### config.mk
export PLATFORM = sky130hd
export DESIGN_NAME = mem_req_arbiter
export DESIGN_NICKNAME = d
export VERILOG_FILES = /design/src/rtl/mem_req_arbiter.sv
export SDC_FILE = /design/constraint.sdc
export NUM_CORES = 1
export LEC_CHECK = 0
export CAP_MARGIN = 20
export CORE_ASPECT_RATIO = 1.4
export CORE_UTILIZATION = 47
export CTS_CLUSTER_DIAMETER = 100
export CTS_CLUSTER_SIZE = 14
export DETAILED_ROUTE_END_ITERATION = 8
export PLACE_DENSITY = 0.86
export SYNTH_ARGS = -nofsm -noshare
export SYNTH_HDL_FRONTEND = slang
export SYNTH_SLANG_ARGS = --single-unit
### constraint.sdc
create_clock -name clk -period 2.9 [get_ports clk]
set_input_delay 0.725 -clock clk [delete_from_list [all_inputs] [get_ports clk]]
set_output_delay 0.725 -clock clk [all_outputs]
set_load 0.05 [all_outputs]
### src/rtl/mem_req_arbiter.sv
// Arbitrates the byte-serial memory controller between instruction fetch and load/store.
// One request slot per requester; completions are routed back and squashed reads are dropped on flush.
module mem_req_arbiter #(
    parameter int ADDR_W       = 32,
    parameter int DATA_W       = 32,
    parameter int STARVE_LIMIT = 4
) (
    input  logic              clk,
    input  logic              rst,
    input  logic              rdy,
    input  logic              flush,
    input  logic              if_req,
    input  logic [ADDR_W-1:0] if_addr,
    output logic              if_ok,
    output logic [DATA_W-1:0] if_inst,
    input  logic              ls_req,
    input  logic              ls_wr,
    input  logic [ADDR_W-1:0] ls_addr,
    input  logic [2:0]        ls_size,
    input  logic [DATA_W-1:0] ls_wdata,
    output logic              ls_ok,
    output logic [DATA_W-1:0] ls_rdata,
    output logic              mc_req,
    output logic              mc_wr,
    output logic [ADDR_W-1:0] mc_addr,
    output logic [2:0]        mc_size,
    output logic [DATA_W-1:0] mc_wdata,
    input  logic              mc_done,
    input  logic [DATA_W-1:0] mc_rdata
);

    typedef enum logic [1:0] {IDLE, BUSY_IF, BUSY_LS, DRAIN} state_t;

    localparam logic [3:0] LIMIT = 4'(STARVE_LIMIT);

    state_t state, state_nxt;

    logic              if_vld, ls_vld, ls_wr_s;
    logic [ADDR_W-1:0] if_addr_s, ls_addr_s;
    logic [2:0]        ls_size_s;
    logic [DATA_W-1:0] ls_wdata_s;
    logic [3:0]        starve_cnt;

    logic if_fin, ls_fin, free, grant_if, grant_ls;
    logic if_cap, ls_cap, ls_flush_clr;

    always_comb begin
        if_fin       = 1'b0;
        ls_fin       = 1'b0;
        free         = 1'b0;
        grant_if     = 1'b0;
        grant_ls     = 1'b0;
        ls_flush_clr = 1'b0;
        if_cap       = 1'b0;
        ls_cap       = 1'b0;
        state_nxt    = state;

        if_fin = (state == BUSY_IF) && mc_done && !flush;
        // a store in flight survives a flush; only loads are squashed
        ls_fin = (state == BUSY_LS) && mc_done && !(flush && !mc_wr);
        // completion and the next issue share one edge, so the arbiter never idles a cycle
        free   = !flush && ((state == IDLE) || if_fin || ls_fin);

        grant_ls = free && ls_vld && !(if_vld && (starve_cnt == LIMIT));
        grant_if = free && if_vld && !grant_ls;

        ls_flush_clr = flush && !ls_wr_s;
        if_cap       = if_req && (!if_vld || flush);
        ls_cap       = ls_req && (!ls_vld || ls_flush_clr);

        case (state)
            BUSY_IF: begin
                if (flush)        state_nxt = mc_done ? IDLE : DRAIN;
                else if (mc_done) state_nxt = IDLE;
            end
            BUSY_LS: begin
                if (flush && !mc_wr) state_nxt = mc_done ? IDLE : DRAIN;
                else if (mc_done)    state_nxt = IDLE;
            end
            DRAIN: begin
                if (mc_done) state_nxt = IDLE;
            end
            default: state_nxt = state;
        endcase

        if (grant_if)      state_nxt = BUSY_IF;
        else if (grant_ls) state_nxt = BUSY_LS;
    end

    always_ff @(posedge clk or negedge rst) begin
        if (!rst) begin
            state      <= IDLE;
            if_vld     <= 1'b0;
            if_addr_s  <= '0;
            ls_vld     <= 1'b0;
            ls_wr_s    <= 1'b0;
            ls_addr_s  <= '0;
            ls_size_s  <= '0;
            ls_wdata_s <= '0;
            starve_cnt <= '0;
            mc_req     <= 1'b0;
            mc_wr      <= 1'b0;
            mc_addr    <= '0;
            mc_size    <= '0;
            mc_wdata   <= '0;
            if_ok      <= 1'b0;
            if_inst    <= '0;
            ls_ok      <= 1'b0;
            ls_rdata   <= '0;
        end else if (rdy) begin
            state <= state_nxt;

            if (if_cap) begin
                if_vld    <= 1'b1;
                if_addr_s <= if_addr;
            end else if (grant_if || flush) begin
                if_vld <= 1'b0;
            end

            if (ls_cap) begin
                ls_vld     <= 1'b1;
                ls_wr_s    <= ls_wr;
                ls_addr_s  <= ls_addr;
                ls_size_s  <= ls_size;
                ls_wdata_s <= ls_wdata;
            end else if (grant_ls || ls_flush_clr) begin
                ls_vld <= 1'b0;
            end

            if (grant_if)
                starve_cnt <= '0;
            else if (grant_ls && if_vld && (starve_cnt != LIMIT))
                starve_cnt <= starve_cnt + 4'd1;

            mc_req <= grant_if || grant_ls;
            if (grant_if) begin
                mc_wr    <= 1'b0;
                mc_addr  <= if_addr_s;
                mc_size  <= 3'd4;
                mc_wdata <= '0;
            end else if (grant_ls) begin
                mc_wr    <= ls_wr_s;
                mc_addr  <= ls_addr_s;
                mc_size  <= ls_size_s;
                mc_wdata <= ls_wdata_s;
            end

            if_ok <= if_fin;
            if (if_fin) if_inst <= mc_rdata;
            ls_ok <= ls_fin;
            if (ls_fin) ls_rdata <= mc_rdata;
        end
    end

    always_ff @(posedge clk) begin
        if (rst && rdy)
            assert (!(state == IDLE && mc_done))
            else $error("mem_req_arbiter: mc_done received while IDLE");
    end

endmodule

* Yosys cells after proc, flatten, opt, wreduce, memory -nomap -nowiden
Index checks and enable logic that the tools add are counted. W data, S select, Z words.
Word-level totals: flip-flop bits (word level) 243, output and inout port bits 135, logic and storage cells 91
Cells by class: add/sub/neg operators 1, eq/ne operators 5, mux-type cells 21, reductions and logical operators 46
Operator list (number):
- $mux W32 | 4
- $reduce_and A2 Y1 | 9
- $logic_and A1 B1 Y1 | 16
- $mux W2 | 6
- $logic_not A1 Y1 | 8
- $mux W4 | 2
- $reduce_bool A2 Y1 | 4
- $logic_or A1 B1 Y1 | 7
- $mux W1 | 6
- $mux W3 | 2
- $pmux W2 S3 | 1
- $reduce_bool A5 Y1 | 1
- $add A4 B1 Y4 const B | 1
- $eq A2 B2 Y1 const B | 2
- $eq A4 B3 Y1 const B | 1
- $ne A4 B3 Y1 const B | 1
- $eq A2 B1 Y1 const B | 1
- $logic_not A2 Y1 | 1

* Logic depth before layout (Yosys ltp)
Gate-level depths: netlist of the first run.
depth after elaboration 13, gate-level depth with buffers 9, depth with buffers taken out 7

* Least setup slack after synthesis of the first run
OpenSTA, ideal clock, no wires.
path kind input to register, start in rdy, end reg starve_cnt[0], library setup time 0.125 ns, data arrival time 1.773 ns, required time 2.775 ns, slack 1.002 ns, cell stages on the path 5, path through buf_6 > inv_2 > or4_4 > buf_6 > mux2_2
On the way: longest elaborated chain between the ends 1
RTL lines:
- start: declaration | RTL line 10 | input logic rdy,
- $reduce_and A2 Y1 (no source line)
- end signal: assignment | RTL line 133 | starve_cnt <= starve_cnt + 4'd1;
- end: declaration | RTL line 42 | logic [3:0] starve_cnt;
No other way between the ends. A chain may end at the register's enable or synchronous reset.

* Worst setup path after layout of the first run
start reg mc_wr, end out mc_wr
RTL lines:
- start: declaration | RTL line 24 | output logic mc_wr,
- start signal: assignment | RTL line 142 | mc_wr <= ls_wr_s;
No word-level cell between the ends.

==> results_dict.tcl, run 1 <==
set metrics [dict create \
    clock_latency_ns 0.49 \
    drive_above_1_share 0.212 \
    power.density_nw_per_um2 1200 \
    syn_nets 899 \
    ys_warn_count 0 \
    synth_fa_ha_area_frac 0.00779 \
    area_delta_synth_final_pct 37.8 \
    dp.cells 1252 \
    finClkSkew_ns 0.0120 \
    postCtsResizedCells 0 \
    num_rows 61 \
    clkPwrFrac 0.153 \
    arrival_ns 1.74 \
    cts-root-buf "clkbuf_16" \
    r2r_start "state[0]" \
    grt_pass1_wl_um 36400 \
    required_ns 2.17 \
    final.min_clock_period_ns 2.46 \
    fin_tns_setup_ns 0 \
    yosys.area.top_type "dfrtp_1" \
    path_cells "clkdlybuf4s50_1" \
    leakage_uw 0.00576 \
    clock_path_buffers 3 \
    crit_buf_inv 1 \
    slew_viol_final 0 \
    grt_overflow 0 \
    antenna_found_initial 1 \
    cts.sinks 243 \
    yosys.area.top_type_share 0.631 \
    die_h_um 171 \
    worstSetupEndpointType "output pin" \
    die_w_um 123 \
    sequentialPowerShare 0.360 \
    grt_pass1_vias 7144 \
    worst_slew_pin_slew_ns 0.652 \
    yosysSeqAreaShare 0.631 \
    maxCapViolations 0 \
    synth-simple-area-share 0.100 \
    status "complete, no violations" \
    synth_compound_area_frac 0.0378 \
    slowest_delay_ns 0.84 \
    layout_commonest_cell "clkdlybuf4s50_1" \
    yosysUniqueCellTypes 35 \
    finalSetupViolations 0 \
    syn_area_um2 9640 \
    netSwitchingPower_uw 6760 \
    drcViolationCount 0 \
    drt_wl_total_um 22800 \
    p_int_uw 9110 \
    cts_setup_buffers 0 \
    cts_tree "done" \
    htree_levels 1 \
    cpMaxStageDelayCell "clkdlybuf4s50_1" \
    swShare 0.426 \
    cts_hold_buf 0 \
    coreArea_um2 20000 \
    fill_cells 1516 \
    path_clk_slew_ns 0.07 \
    hold_path_class "primary input to asynchronous set/reset pin" \
    p_comb_frac 0.487 \
    dieArea_um2 21100 \
    stdcell_count 1275 \
    synth_mux_area_frac 0.193 \
    grt_start_max_net_pins 85 \
    avgSynthCellArea_um2 12.8 \
    ir_drop_uv 693 \
    vias 6747 \
    grt_setup_unrepaired "no" \
    wl_per_cell_um 17.8 \
    crit_type "register to output pin" \
    synth_top_family_by_area "multiplexers" \
    vias_per_cell 5.29 \
    path_max_fanout 3 \
    ant_nets 0 \
    dpl.hpwl_um 15700 \
    fin_nets 1168 \
    synth_cells 754 \
    hold_viol 0 \
    synth-seq-cells 243 \
    crit_start "mc_wr" \
    crit_family "buffers and inverters" \
    start_util 0.482 \
    drtPass1Iterations 4 \
    grt_usage 0.222 \
    synthTopCellsByArea "dfrtp_1 (63%), mux2_2 (19%), nand2_1 (5.4%)" \
    post-route-period-util 0.849 \
    relSlewSlack 0.565 \
    max_freq_mhz 406 \
    start_kind "register" \
    fin_util 0.664 \
    final_cell_mix "clkdlybuf4s50_1 (272), dfrtp_1 (243), mux2_2 (164)" \
    cts_buffers 21 \
    synth-xor-area-share 0 \
    port_buffers 273 \
    io_pins 274 \
    drt-initial-drc-count 257 \
    gp_congestion 0.762 \
]
cell usage after synthesis, drive strengths merged:
cell / number
a21o: 4
a21oi: 4
a31oi: 33
and3: 3
buf: 33
clkbuf: 12
dfrtp: 243
ha: 6
inv: 10
mux2: 164
mux2i: 1
nand2: 138
nand2b: 1
nand3: 39
nand4b: 2
nor2: 39
nor2b: 1
nor3: 4
nor4: 1
o211a: 1
o21ai: 9
o21ba: 1
o21bai: 1
o22ai: 1
o31ai: 1
o32ai: 1
or4: 1
power groups by stage:
stage / Clock, µW / Combinational [µW] / Sequential, µW
floorplan: 0 / 2040 / 8740
global placement: 0 / 7630 / 5700
detailed placement: 0 / 7780 / 5770
CTS: 2500 / 7810 / 5730
global route: 2620 / 8170 / 5910
finish: 2430 / 7730 / 5720
layer usage:
layer  part of all wire  vias to the layer above  GRT usage
li1                   -                     3122          -
met1               0.36                     3362      0.241
met2               0.53                      212      0.408
met3              0.070                       49     0.0560
met4              0.036                        2     0.0859
met5            0.00075                        -          0
flip-flops by register name, summed over array words and instances (netlist names), 2 cells and up:
register,cells
state,2
ls_addr_s,32
ls_wdata_s,32
mc_addr,32
if_inst,32
mc_wdata,32
ls_rdata,32
mc_size,3
if_addr_s,32
ls_size_s,3
starve_cnt,4
path summary, 6_finish.rpt:
kind	endpoint	slack (ns)	depth (start not counted)
max	mc_wr	0.44	1
min	mc_wdata[8]	0.23	1
max reg2reg	mc_addr[1]	0.74	8
min reg2reg	mc_wdata[24]	0.46	2
max in group asynchronous	mc_addr[19]	1.95	2
min in group clk	mc_wdata[24]	0.46	2
logic make-up after synthesis:
| logic type | Yosys count |
|---|---|
| DFF | 243 |
| and+or+nand+nor | 229 |
| muxes | 165 |
| AOI/OAI and AO/OA | 56 |
| buffers and inverters | 55 |
| adders and majority gates | 6 |
cell type report:
| type | count | area, µm² | area share |
|---|---|---|---|
| repair buffers | 291 | 3020 | 0.228 |
| inverters | 10 | 37.5 | 0.00283 |
| diodes | 1 | 2.50 | 0.000188 |
| well taps | 252 | 315 | 0.0237 |
| flip-flops and latches | 243 | 6080 | 0.458 |
| multi-input cells | 456 | 3290 | 0.248 |
| clock inverters | 1 | 11.3 | 0.000848 |
| clock buffers | 21 | 526 | 0.0396 |
through the flow:
stage	instance area [µm²]	hold WS, ns	worst slack [ns]	power (µW)
2_1_floorplan	9640	0.429	1.00	10800
3_3_place_gp	12700	0.448	0.241	13300
3_5_place_dp	12700	0.455	0.169	13600
4_1_cts	13300	0.252	0.427	16000
5_1_grt	13300	0.273	0.404	16700
6_report	13300	0.226	0.437	15900
Note: power is estimated with default switching activity, not from simulation.
==> run 2: changes to the inputs <==
==> constraint.sdc (replaced) <==
create_clock -name clk -period 2.37 [get_ports clk]
set_input_delay 0.5925 -clock clk [delete_from_list [all_inputs] [get_ports clk]]
set_output_delay 0.5925 -clock clk [all_outputs]
set_load 0.05 [all_outputs]
==> run 2 against run 1 <==
Clock-buffer cell count unchanged. Clock power up 21%. Non-clock buffer count up 10. Largest power group unchanged.
==> results_dict.tcl, run 2 (synthesis results as in run 1) <==
set metrics [dict create \
    status "complete, no violations" \
    path_clk_slew_ns 0.07 \
    wl_per_cell_um 17.8 \
    required_ns 1.78 \
    slowest_delay_ns 0.86 \
    vias_per_cell 5.22 \
    crit_type "register to output pin" \
    fin_nets 1178 \
    num_rows 61 \
    cts.sinks 243 \
    dpl.hpwl_um 16300 \
    cts-root-buf "clkbuf_16" \
    maxCapViolations 0 \
    hold_viol 0 \
    start_util 0.482 \
    layout_commonest_cell "clkdlybuf4s50_1" \
    final_cell_mix "clkdlybuf4s50_1 (272), dfrtp_1 (243), mux2_2 (164)" \
    drtPass1Iterations 4 \
    worst_slew_pin_slew_ns 0.575 \
    cts_buffers 21 \
    coreArea_um2 20000 \
    grt_pass1_wl_um 36300 \
    port_buffers 273 \
    relSlewSlack 0.616 \
    final.min_clock_period_ns 2.29 \
    vias 6703 \
    whs_ns 0.0340 \
    postCtsResizedCells 0 \
    post-route-period-util 0.968 \
    io_pins 274 \
    finalSetupViolations 0 \
    ant_nets 0 \
    ir_drop_uv 684 \
    max_freq_mhz 436 \
    arrival_ns 1.70 \
    dp_slack_ns -0.0897 \
    crit_start "mc_wdata[31]" \
    drcViolationCount 0 \
    hold_path_class "primary input to asynchronous set/reset pin" \
    slew_viol_final 0 \
    area_delta_synth_final_pct 39.2 \
    grt_setup_unrepaired "no" \
    drive_above_1_share 0.220 \
    antenna_found_initial 0 \
    r2r_start "state[0]" \
    fin_area_um2 13400 \
    cts_hold_buf 0 \
    finClkSkew_ns 0.0135 \
    crit_family "buffers and inverters" \
    path_max_fanout 2 \
    grt_start_max_net_pins 63 \
    clock_path_buffers 3 \
    fill_cells 1487 \
    grt_pass1_vias 7155 \
    cts_setup_buffers 0 \
    placed_cell_area_um2 12900 \
    crit_buf_inv 1 \
    cpMaxStageDelayCell "clkdlybuf4s50_1" \
    path_cells "clkdlybuf4s50_1" \
    clock_latency_ns 0.49 \
    grt_overflow 0 \
    cts_tree "done" \
    gp_congestion 0.805 \
    drt_wl_total_um 22900 \
    die_w_um 123 \
    dieArea_um2 21100 \
    die_h_um 171 \
    htree_levels 1 \
    leakage_uw 0.00583 \
    fin_ws_ns 0.0770 \
    worstSetupEndpointType "output pin" \
    power.density_nw_per_um2 1450 \
    start_kind "register" \
    grt_usage 0.222 \
    drt-initial-drc-count 255 \
]
run 2: cell count changes in the layout (fill, tap and decap cells not counted), sizes merged:
cell,before,now
buf,19,29
run 2: final timing paths:
| path | cells after the start | slack [ns] | to |
|---|---|---|---|
| min reg2reg | 2 | 0.46 | mc_wdata[3] |
| min | 1 | 0.03 | mc_wdata[12] |
| min in group clk | 2 | 0.46 | mc_wdata[3] |
| max | 1 | 0.08 | mc_wdata[31] |
| max in group asynchronous | 2 | 1.68 | ls_addr_s[3] |
| max reg2reg | 8 | 0.27 | mc_wdata[30] |
run 2: routing by layer:
metal / global-route usage / routed length [µm] / vias up
met5: 0 / 0 / -
met4: 0.0864 / 923 / 0
met3: 0.0501 / 1610 / 49
met2: 0.409 / 12200 / 217
met1: 0.243 / 8200 / 3326
li1: - / - / 3111
run 2: through the flow:
step	std cells	TNS, ns	total power (µW)	utilization
CTS	1284	0	19700	0.671
detailed placement	1262	-4.87	16700	0.644
finish	1285	0	19500	0.671
global route	1284	0	20500	0.671
global placement	1262	-7.55	16400	0.644
floorplan	754	0	13200	-
run 2: where the power goes:
group	switching, µW	internal, µW
logic	5900	3650
registers	997	6010
clock network	1380	1570
run 2: area by class of cell:
class	instances	area [µm²]	share of cell area
Clock inverter	1	11.3	0.000839
Tap cell	252	315	0.0235
Timing Repair Buffer	301	3160	0.235
Clock buffer	21	526	0.0392
Antenna cell	1	2.50	0.000186
Inverter	10	37.5	0.00280
Sequential cell	243	6080	0.453
Multi-Input combinational cell	456	3290	0.245
==> run 3: changes to the inputs <==
--- a/config.mk
+++ b/config.mk
@@ -7,11 +7,11 @@
 export LEC_CHECK = 0
 export CAP_MARGIN = 20
 export CORE_ASPECT_RATIO = 1.4
-export CORE_UTILIZATION = 47
+export CORE_UTILIZATION = 30
 export CTS_CLUSTER_DIAMETER = 100
 export CTS_CLUSTER_SIZE = 14
 export DETAILED_ROUTE_END_ITERATION = 8
-export PLACE_DENSITY = 0.86
+export PLACE_DENSITY = 0.62
 export SYNTH_ARGS = -nofsm -noshare
 export SYNTH_HDL_FRONTEND = slang
 export SYNTH_SLANG_ARGS = --single-unit
==> run 3 against run 2 <==
Critical path depth is the same. Setup slack lost 0.030 ns. Utilization shrank 24 points. Largest power group unchanged. Clock-buffer cell count is the same. Critical endpoint is now mc_wdata[26]. Fmax shrank 1.3%. Clock power grew 3%. Non-clock buffer count grew 4. Global-route usage shrank 7.3 points. First-iteration DRC count grew 15%. Final area grew 1.7%. Critical path type unchanged. Total power grew 0.23%.
==> results_dict.tcl, run 3 (synthesis results as in run 1) <==
set metrics [dict create \
    fin_tns_setup_ns 0 \
    cts.sinks 243 \
    layout_commonest_cell "clkdlybuf4s50_1" \
    start_kind "register" \
    start_util 0.305 \
    die_w_um 154 \
    cts_buffers 21 \
    status "complete, no violations" \
    final.min_clock_period_ns 2.32 \
    slew_viol_final 0 \
    max_freq_mhz 431 \
    drive_above_1_share 0.223 \
    io_pins 274 \
    die_h_um 214 \
    grt_overflow 0 \
    ir_drop_uv 897 \
    antenna_found_initial 2 \
    hold_path_class "register to register" \
    path_clk_slew_ns 0.07 \
    cts_setup_buffers 0 \
    leakage_uw 0.00588 \
    gp_congestion 0.785 \
    ant_nets 0 \
    path_cells "clkdlybuf4s50_1" \
    grt_pass1_vias 6954 \
    fin_area_um2 13600 \
    num_rows 77 \
    drt_wl_total_um 24200 \
    crit_buf_inv 1 \
    finalSetupViolations 0 \
    grt_pass1_wl_um 38600 \
    grt_usage 0.149 \
    fin_nets 1182 \
    multiInputGateArea_um2 3290 \
    maxCapViolations 0 \
    dieArea_um2 32900 \
    post-route-period-util 0.980 \
    worstSetupEndpointType "output pin" \
    power.density_nw_per_um2 1430 \
    cts_tree "done" \
    clock_latency_ns 0.52 \
    area_delta_synth_final_pct 41.5 \
    dp.cells 1408 \
    dpl.hpwl_um 17300 \
    drcViolationCount 0 \
    vias 6679 \
    hold_viol 0 \
    relSlewSlack 0.592 \
    arrival_ns 1.73 \
    fill_cells 2995 \
    seq_area_um2 6080 \
    port_buffers 273 \
    drtPass1Iterations 4 \
    crit_family "buffers and inverters" \
    drt-initial-drc-count 292 \
    cpMaxStageDelayCell "clkdlybuf4s50_1" \
    vias_per_cell 4.66 \
    htree_levels 1 \
    path_max_fanout 2 \
    crit_type "register to output pin" \
    grt_start_max_net_pins 61 \
    stdcell_count 1433 \
    coreArea_um2 31600 \
    worst_slew_pin_slew_ns 0.610 \
    clock_path_buffers 3 \
    required_ns 1.78 \
    cts-root-buf "clkbuf_16" \
    final_cell_mix "clkdlybuf4s50_1 (269), dfrtp_1 (243), mux2_2 (164)" \
    finClkSkew_ns 0.0172 \
    placed_cell_area_um2 13100 \
    slowest_delay_ns 0.88 \
    wl_per_cell_um 16.9 \
]
==> run 3: changes by cell type in the layout (fill, tap and decap cells not counted) <==
cell,before,now
inv_6,0,1
dlygate4sd3_1,0,1
dlymetal6s2s_1,0,2
dlygate4sd2_1,0,1
clkdlybuf4s50_1,272,269
buf_4,11,14
==> run 3: repair_timing <==
item,in CTS,in global routing
endpoints found under the setup margin,1,2
pin swaps,0,0
hold buffers,1,0
hold endpoints to repair,28,0
resized for setup,1,2
==> run 3: layer usage <==
layer  wire length (µm)  GRT usage  share of wire  vias up
li1                   -          -              -     3127
met1               9390      0.171           0.39     3309
met2              12600      0.267           0.52      205
met3               1560     0.0338          0.064       36
met4                626     0.0530          0.026        2
met5                 13          0        0.00054        -
==> run 3: final timing paths <==
kind / slack (ns) / from / endpoint / cells past startpoint
max: 0.05 / mc_wdata[26] / mc_wdata[26] / 1
min: 0.47 / mc_wdata[4] / mc_wdata[4] / 2
max reg2reg: 0.32 / state[0] / mc_addr[17] / 8
min reg2reg: 0.47 / mc_wdata[4] / mc_wdata[4] / 2
max in group asynchronous: 1.12 / rst / if_addr_s[4] / 3
min in group asynchronous: 0.58 / rst / mc_wdata[10] / 2
==> run 3: layout make-up <==
class	instances	area share
inverters	10	0.00275
diodes	1	0.000183
multi-input cells	456	0.241
repair buffers	305	0.234
clock buffers	21	0.0385
clock inverters	2	0.00147
well taps	395	0.0362
flip-flops and latches	243	0.446
==> run 3: per-stage QoR <==
| stage | hold WS, ns | total power (µW) | utilization | worst slack, ns |
|---|---|---|---|---|
| finish | 0.466 | 19600 | 0.432 | 0.0473 |
| global route | 0.491 | 20600 | 0.432 | -0.00119 |
| CTS | 0.469 | 19800 | 0.432 | 0.00683 |
| detailed placement | 0.455 | 16700 | 0.414 | -0.0467 |
| global placement | 0.450 | 16500 | 0.414 | 0.000121 |
| floorplan | 0.297 | 13200 | - | 0.603 |
==> run 3: where the power goes <==
part	internal (µW)	total, µW	leakage [µW]	switching (µW)
clock	1580	3040	0.000269	1460
sequential	6000	6980	0.00290	974
combinational	3650	9530	0.00271	5890
total	11200	19600	0.00588	8320
